$ cat src/rtl/ps2_scancode_sequencer_pkg.sv
// Shared PS/2 definitions: sequencer FSM states and the special scan-code bytes.
package ps2_scancode_sequencer_pkg;

    typedef enum logic [1:0] {
        ST_IDLE   = 2'd0,
        ST_RECV   = 2'd1,
        ST_ACCEPT = 2'd2,
        ST_CLEAR  = 2'd3
    } seq_state_t;

    localparam logic [7:0] SC_EXTENDED = 8'hE0;
    localparam logic [7:0] SC_BREAK    = 8'hF0;
    localparam logic [7:0] SC_ERR_LOW  = 8'h00;
    localparam logic [7:0] SC_ERR_HIGH = 8'hFF;

endpackage

$ cat src/rtl/ps2_scancode_sequencer.sv
// Drives a PS/2 byte receiver frame by frame and folds E0/F0 prefixes into key events.
module ps2_scancode_sequencer
    import ps2_scancode_sequencer_pkg::*;
#(
    parameter int TIMEOUT_CYCLES = 100000,
    parameter int TW             = 17
) (
    input  logic       clk,
    input  logic       rst_n,
    input  logic       ps2_clk_posedge,
    input  logic       ps2_data,
    input  logic [7:0] rx_data,
    input  logic       rx_strb,
    output logic       rx_start,
    output logic       rx_clear,
    output logic [7:0] key_code,
    output logic       key_extended,
    output logic       key_release,
    output logic       key_valid,
    output logic       timeout_err,
    output logic       kbd_err
);

    localparam logic [TW-1:0] TIMEOUT_LAST = TW'(TIMEOUT_CYCLES - 1);

    seq_state_t    state;
    logic [TW-1:0] timer;
    logic          ext_flag;
    logic          brk_flag;
    logic [7:0]    byte_reg;
    logic          rx_strb_q;

    always_ff @(posedge clk or negedge rst_n) begin
        if (!rst_n) begin
            state        <= ST_IDLE;
            timer        <= '0;
            ext_flag     <= 1'b0;
            brk_flag     <= 1'b0;
            byte_reg     <= 8'h00;
            rx_strb_q    <= 1'b0;
            key_code     <= 8'h00;
            key_extended <= 1'b0;
            key_release  <= 1'b0;
            key_valid    <= 1'b0;
            rx_start     <= 1'b0;
            rx_clear     <= 1'b0;
            timeout_err  <= 1'b0;
            kbd_err      <= 1'b0;
        end else begin
            rx_strb_q   <= rx_strb;
            rx_start    <= 1'b0;
            rx_clear    <= 1'b0;
            key_valid   <= 1'b0;
            timeout_err <= 1'b0;
            kbd_err     <= 1'b0;

            case (state)
                ST_IDLE: begin
                    if (ps2_clk_posedge && !ps2_data) begin
                        rx_start <= 1'b1;
                        timer    <= '0;
                        state    <= ST_RECV;
                    end
                end

                // A strobe edge wins over a timeout landing in the same cycle.
                ST_RECV: begin
                    timer <= timer + TW'(1);
                    if (rx_strb && !rx_strb_q) begin
                        byte_reg <= rx_data;
                        state    <= ST_ACCEPT;
                    end else if (timer == TIMEOUT_LAST) begin
                        timeout_err <= 1'b1;
                        ext_flag    <= 1'b0;
                        brk_flag    <= 1'b0;
                        state       <= ST_CLEAR;
                    end
                end

                ST_ACCEPT: begin
                    case (byte_reg)
                        SC_EXTENDED: ext_flag <= 1'b1;
                        SC_BREAK:    brk_flag <= 1'b1;
                        SC_ERR_LOW, SC_ERR_HIGH: begin
                            kbd_err  <= 1'b1;
                            ext_flag <= 1'b0;
                            brk_flag <= 1'b0;
                        end
                        default: begin
                            key_code     <= byte_reg;
                            key_extended <= ext_flag;
                            key_release  <= brk_flag;
                            key_valid    <= 1'b1;
                            ext_flag     <= 1'b0;
                            brk_flag     <= 1'b0;
                        end
                    endcase
                    state <= ST_CLEAR;
                end

                ST_CLEAR: begin
                    rx_clear <= 1'b1;
                    state    <= ST_IDLE;
                end

                default: state <= ST_IDLE;
            endcase
        end
    end

endmodule

$ cat config.mk
export PLATFORM = sky130hd
export DESIGN_NAME = ps2_scancode_sequencer
export DESIGN_NICKNAME = d
export VERILOG_FILES = /design/src/rtl/ps2_scancode_sequencer_pkg.sv /design/src/rtl/ps2_scancode_sequencer.sv
export SDC_FILE = /design/constraint.sdc
export NUM_CORES = 1
export LEC_CHECK = 0
export ABC_CLOCK_PERIOD_IN_PS = 2100
export CAP_MARGIN = 40
export CORE_MARGIN = 5
export CORE_UTILIZATION = 49
export DETAILED_ROUTE_END_ITERATION = 6
export GPL_TIMING_DRIVEN = 1
export PLACE_DENSITY = 0.86
export SLEW_MARGIN = 20
export SYNTH_ARGS = -nofsm -noshare
export SYNTH_HDL_FRONTEND = slang
export SYNTH_SLANG_ARGS = --single-unit
$ cat constraint.sdc
create_clock -name clk -period 2.1 [get_ports clk]
set_input_delay 0.63 -clock clk [delete_from_list [all_inputs] [get_ports clk]]
set_output_delay 0.63 -clock clk [all_outputs]
set_load 0.01 [all_outputs]
==> results.json, run 1 <==
{
  "cts_root_buffer": "clkbuf_8",
  "endpoint_kind": "flip-flop",
  "clk_latency_ns": 0.29,
  "num_antenna_cells": 0,
  "rsz0062_at_grt": "no",
  "finalHoldViolCount": 0,
  "synth_ff_type": "dfrtp_1",
  "gp_congestion": 0.805,
  "rr_endpoint": "timer[10]",
  "io_buffer_count": 27,
  "ys_seq_elements": 45,
  "layout-drive-gt1-share_pct": 23.2,
  "dr.pass1.iters": 4,
  "cts_tree": "yes",
  "ys_seq_area_share_pct": 51.4,
  "setup_violations": 0,
  "synthesis.nets": 212,
  "clk_path_buf_depth": 2,
  "io_pins": 28,
  "power_mw": 3.85,
  "dp_hpwl_mm": 3.26,
  "rows": 24,
  "dieArea_sq_um": 5910,
  "die_h_um": 76.8,
  "power_leakage_nw": 1.16,
  "finClkSkew_ns": 0.00688,
  "nets": 259,
  "cts-buffers-inserted": 5,
  "start_kind": "input pin",
  "grt_max_degree": 21,
  "largest_reg_flops": 17,
  "ir_drop_v": 0.000973,
  "max_slew_margin_pct": 61.8,
  "cap_violations": 0,
  "layout_setup_ws_ns": 0.135,
  "use_met2_pct": 27.3,
  "overflow": 0,
  "synthArstFlopShare_pct": 100,
  "crit_arrival_ns": 2.18,
  "yosys_warnings": 0,
  "ant_nets": 0,
  "track_usage_pct": 16.4,
  "ys_types": 42,
  "fin_util_pct": 63.2,
  "synth_commonest_cells": "dfrtp_1 (45), mux2_2 (19), inv_1 (13), nor2_1 (13), a21oi_1 (12)",
  "area_delta_synth_final_pct": 25.8,
  "synth_most_common_cell": "dfrtp_1",
  "initial_core_util_pct": 50.3,
  "max_freq_ghz": 0.509,
  "grt.busiest_layer": "met2",
  "yosys.area.top_type": "dfrtp_1",
  "crit-reg2reg-launch": "state[1]",
  "period_needed_ns": 1.97,
  "p_per_area_nw_per_um2": 1400,
  "met1_usage_pct": 21.2,
  "holdWs_ns": 0.262,
  "worst_pin_slew_ns": 0.565,
  "antenna_found_initial": 0,
  "status": "completed",
  "required_ns": 2.32,
  "r2r_cells": 6,
  "met3_usage_pct": 2.69,
  "wl_per_cell_um": 15.2,
  "synth_top_area_share_pct": 51.4,
  "nFillCells": 348,
  "path_class": "input pin to flip-flop",
  "min_period_over_period_pct": 93.6,
  "reg2reg_slack_ns": 0.15,
  "route.detailed.vias_per_inst": 5.72,
  "clock_sinks": 45,
  "cts_max_level": 2,
  "synth-edff-count": 0,
  "tns_ns": 0,
  "routed_wl_mm": 4.46,
  "worst-path-max-fanout": 7,
  "synthCells": 193,
  "grt_pass1_wl_mm": 7.94,
  "hold_path_class": "input pin to asynchronous set/reset pin",
  "route.detailed.drc": 0,
  "maxSlewViolCount": 0,
  "clk_pin_slew_ns": 0.08,
  "dieWidth_um": 76.8,
  "synth_area_leaders": "dfrtp_1 (51%), mux2_2 (9.8%), ha_1 (3.4%)",
  "grt_pass1_vias": 1732,
  "place_ws_ns": -0.179,
  "drtIter0Drc": 74,
  "core_sq_um": 4350,
  "synth_area_per_cell_sq_um": 11.3,
  "synth_area_sq_um": 2190,
  "routed-via-count": 1677
}
[metal layers]
metal  share of wire [%]  vias to the layer above
li1                    -                      807
met1                  45                      829
met2                  50                       34
met3                 3.0                        7
met4                 1.5                        0
met5                   0                        -
[cell families (layout without fill, tap and decap cells)]
kind of cell / Yosys count / in the layout / share of synthesized area (%)
compound gates: 38 / 38 / 11.8
xor+xnor: 6 / 6 / 2.40
fa+ha+maj: 6 / 6 / 3.43
buf+inv: 18 / 66 / 3.89
flops: 45 / 45 / 51.4
mux: 19 / 19 / 9.77
simple gates: 61 / 61 / 17.3
[where the power goes]
group	total, mW	switching (mW)	leakage, nW	internal (mW)
clock network	0.677	0.290	0.0574	0.387
logic	1.58	0.678	0.543	0.905
registers	1.59	0.340	0.562	1.25
total	3.85	1.31	1.16	2.54
[worst max-delay path: stages]
cell	delay [ns]
clkdlybuf4s50_1	0.41
nand3b_2	0.24
a21o_1	0.25
or4_1	0.49
a21oi_1	0.17
[through the flow]
stage / cell area (sq um) / cells
6_report: 2750 / 293
5_1_grt: 2750 / 293
4_1_cts: 2750 / 293
3_5_place_dp: 2630 / 285
3_3_place_gp: 2630 / 285
2_1_floorplan: 2190 / 193
[worst max-delay path by stage]
| stage | slack [ns] | cells after the start | start | to |
|---|---|---|---|---|
| 2_1_floorplan | 0.13 | 7 | state[0] | timer[9] |
| 3_3_place_gp | -0.15 | 5 | ps2_data | timer[9] |
| 3_5_place_dp | -0.18 | 5 | ps2_data | timer[9] |
| 4_1_cts | 0.12 | 7 | state[1] | timer[7] |
| 5_1_grt | 0.004 | 6 | state[1] | timer[9] |
| 6_report | 0.13 | 5 | ps2_data | timer[10] |
[final cells by class]
class	count	area [sq um]	share of cell area, %
flip-flops and latches	45	1130	40.9
multi-input cells	130	981	35.6
repair buffers	45	413	15.0
clock buffers	6	82.6	3.00
well taps	52	65.1	2.36
inverters	13	48.8	1.77
clock inverters	2	37.5	1.36
[timing repair]
action / 4_1_cts / 5_1_grt
setup endpoints to repair: 0 / 2
hold buffers: 0 / 0
buffers inserted: 0 / 0
resized for setup: 0 / 2
[cell usage in the layout (no fill, tap or decap), types with 2 or more instances in the layout]
master / instances
dfrtp_1: 45
clkdlybuf4s50_1: 26
mux2_2: 19
buf_4: 17
inv_1: 13
nor2_1: 13
a21oi_1: 12
nand2_1: 9
o31ai_1: 8
or4_1: 8
ha_1: 6
clkbuf_8: 6
nand3_1: 5
o21ai_0: 5
xnor2_1: 5
nand4_1: 4
nand2b_1: 4
a211oi_1: 3
nor4_1: 2
nor4b_1: 2
and4_1: 2
o221a_2: 2
Power figures use the tool's default switching activity.
==> run 2, diff against run 1 <==
- REMOVE_ABC_BUFFERS: unset -> 1
==> run 2 against run 1 <==
Combinational power shrank 3%. Worst setup slack worse by 0.0046 ns. Worst hold slack better by 0.031 ns. Maximum frequency is 0.23% lower. Cell count down 1.0%. Sequential cell count unchanged. First-iteration DRC count down 31%. Design area shrank 2.1%. Via count is 1.4% lower.
==> results.json, run 2 (synthesized netlist as in run 1, its figures left out) <==
{
  "maxSlewViolCount": 0,
  "internal_power_mw": 2.37,
  "grt_max_degree": 25,
  "cap_violations": 0,
  "status": "completed",
  "grt_pass1_wl_mm": 7.91,
  "holdWs_ns": 0.293,
  "rows": 24,
  "worst_pin_slew_ns": 0.533,
  "r2r_cells": 6,
  "setup_violations": 0,
  "routed-via-count": 1653,
  "cp_slowest_stage_delay_ns": 0.48,
  "hold_path_class": "input pin to asynchronous set/reset pin",
  "dieWidth_um": 76.8,
  "num_antenna_cells": 0,
  "gp_congestion": 0.816,
  "period_needed_ns": 1.97,
  "post_cts_buffers": 0,
  "cts_max_level": 2,
  "netSwitchingFraction_pct": 36.5,
  "clk_path_buf_depth": 2,
  "cts_root_buffer": "clkbuf_8",
  "dieArea_sq_um": 5910,
  "ir_drop_v": 0.000937,
  "rsz0062_at_grt": "no",
  "grt_pass1_vias": 1621,
  "final_cell_mix": "dfrtp_1 (45), clkdlybuf4s50_1 (26), mux2_2 (19), buf_4 (15)",
  "antenna_found_initial": 0,
  "crit_slowest_cell": "or4_1",
  "max_slew_margin_pct": 64.4,
  "cts_resized": 0,
  "p_seq_share_pct": 43.5,
  "die_h_um": 76.8,
  "area_delta_synth_final_pct": 23.1,
  "layout_setup_ws_ns": 0.130,
  "ant_nets": 0,
  "core_sq_um": 4350,
  "overflow": 0,
  "finClkSkew_ns": 0.00823,
  "final_common_cell": "dfrtp_1",
  "crit_arrival_ns": 2.19,
  "largest_reg_flops": 17,
  "cp_cell_sequence": "inv_1, ha_1, nand2b_1, a21o_1, or4_1, a21oi_1",
  "p_per_area_nw_per_um2": 1380,
  "dp_hpwl_mm": 3.36,
  "clk_pin_slew_ns": 0.09,
  "layout-drive-gt1-share_pct": 21.8,
  "route.detailed.drc": 0,
  "start_kind": "flip-flop",
  "cts_tree": "yes",
  "track_usage_pct": 16.7,
  "drtIter0Drc": 51,
  "place_ws_ns": -0.156,
  "cts-buffers-inserted": 5,
  "dr.pass1.iters": 4,
  "required_ns": 2.32,
  "route.detailed.vias_per_inst": 5.70,
  "initial_core_util_pct": 50.3,
  "io_buffer_count": 27,
  "pwr-share-clk_pct": 15.6,
  "nets": 256,
  "power.switching_mw": 1.36,
  "max_freq_ghz": 0.508,
  "endpoint_kind": "flip-flop",
  "finalHoldViolCount": 0,
  "worst-path-max-fanout": 8,
  "min_period_over_period_pct": 93.8,
  "io_pins": 28,
  "power_leakage_nw": 1.14,
  "clock_sinks": 45,
  "wl_per_cell_um": 16.0,
  "path_class": "flip-flop to flip-flop",
  "clk_latency_ns": 0.31,
  "combPwrFrac_pct": 40.9,
  "routed_wl_mm": 4.63,
  "hold_buffers": 0
}
## run 2: changes by cell type in the layout (fill, tap and decap cells not counted), sizes merged
| cell | before | now |
|---|---|---|
| clkinv | 0 | 1 |
| buf | 19 | 16 |
| inv | 13 | 14 |
| clkinvlp | 1 | 0 |
| bufinv | 1 | 0 |
## run 2: per-stage QoR
| step | power [mW] | std cells | TNS (ns) | cell area, sq um | util, % |
|---|---|---|---|---|---|
| final | 3.73 | 290 | 0 | 2700 | 61.9 |
| after global routing | 4.00 | 290 | 0 | 2700 | 61.9 |
| after CTS | 3.76 | 290 | 0 | 2700 | 61.9 |
| after detailed placement | 3.15 | 282 | -1.11 | 2600 | 59.6 |
| after global placement | 3.04 | 282 | -0.886 | 2600 | 59.6 |
| after floorplan | 2.47 | 188 | 0 | 2150 | - |
## run 2: worst paths after layout
check	from	end	slack, ns
hold / removal	rst_n	byte_reg[3]	0.29
setup / recovery	state[1]	timer[15]	0.13
min in group clk	key_code[0]	key_code[0]	0.52
max in group asynchronous	rst_n	brk_flag	1.21
hold reg to reg	key_code[0]	key_code[0]	0.52
setup reg to reg	state[1]	timer[15]	0.13
## run 2: layout make-up
cell class | count | area [sq um]
fillers | 351 | 1660
flip-flops and latches | 45 | 1130
multi-input cells | 130 | 978
repair buffers | 42 | 378
clock buffers | 6 | 82.6
well taps | 52 | 65.1
inverters | 13 | 48.8
clock inverters | 2 | 17.5
## run 2: layer usage
layer,share of wire [%],wire [um],track usage (%),vias to the layer above
met5,0,0,0,-
met4,1.6,76,6.47,0
met1,44,2020,20.9,824
met2,52,2420,27.8,25
li1,-,-,-,798
met3,2.5,116,3.63,6
## run 2: critical path, delay by kind of cell, from the launching register on
family | cells | cell delay (ns)
DFF | 1 | 0.42
buffers and inverters | 1 | 0.10
adders and majority gates | 1 | 0.19
AOI/OAI and AO/OA | 2 | 0.46
and+or+nand+nor | 2 | 0.71
## run 2: power by group through the flow
| stage | Clock, mW | Sequential [mW] | Combinational [mW] |
|---|---|---|---|
| after floorplan | 0 | 1.59 | 0.884 |
| final | 0.584 | 1.62 | 1.53 |
| after detailed placement | 0 | 1.62 | 1.53 |
| after global routing | 0.642 | 1.68 | 1.68 |
| after global placement | 0 | 1.59 | 1.46 |
| after CTS | 0.600 | 1.61 | 1.54 |
==> run 3, diff against run 2 <==
- REMOVE_ABC_BUFFERS: 1 -> unset
==> results of run 3 <==
The final DEF is identical to that of run 1; final timing and power are the same.
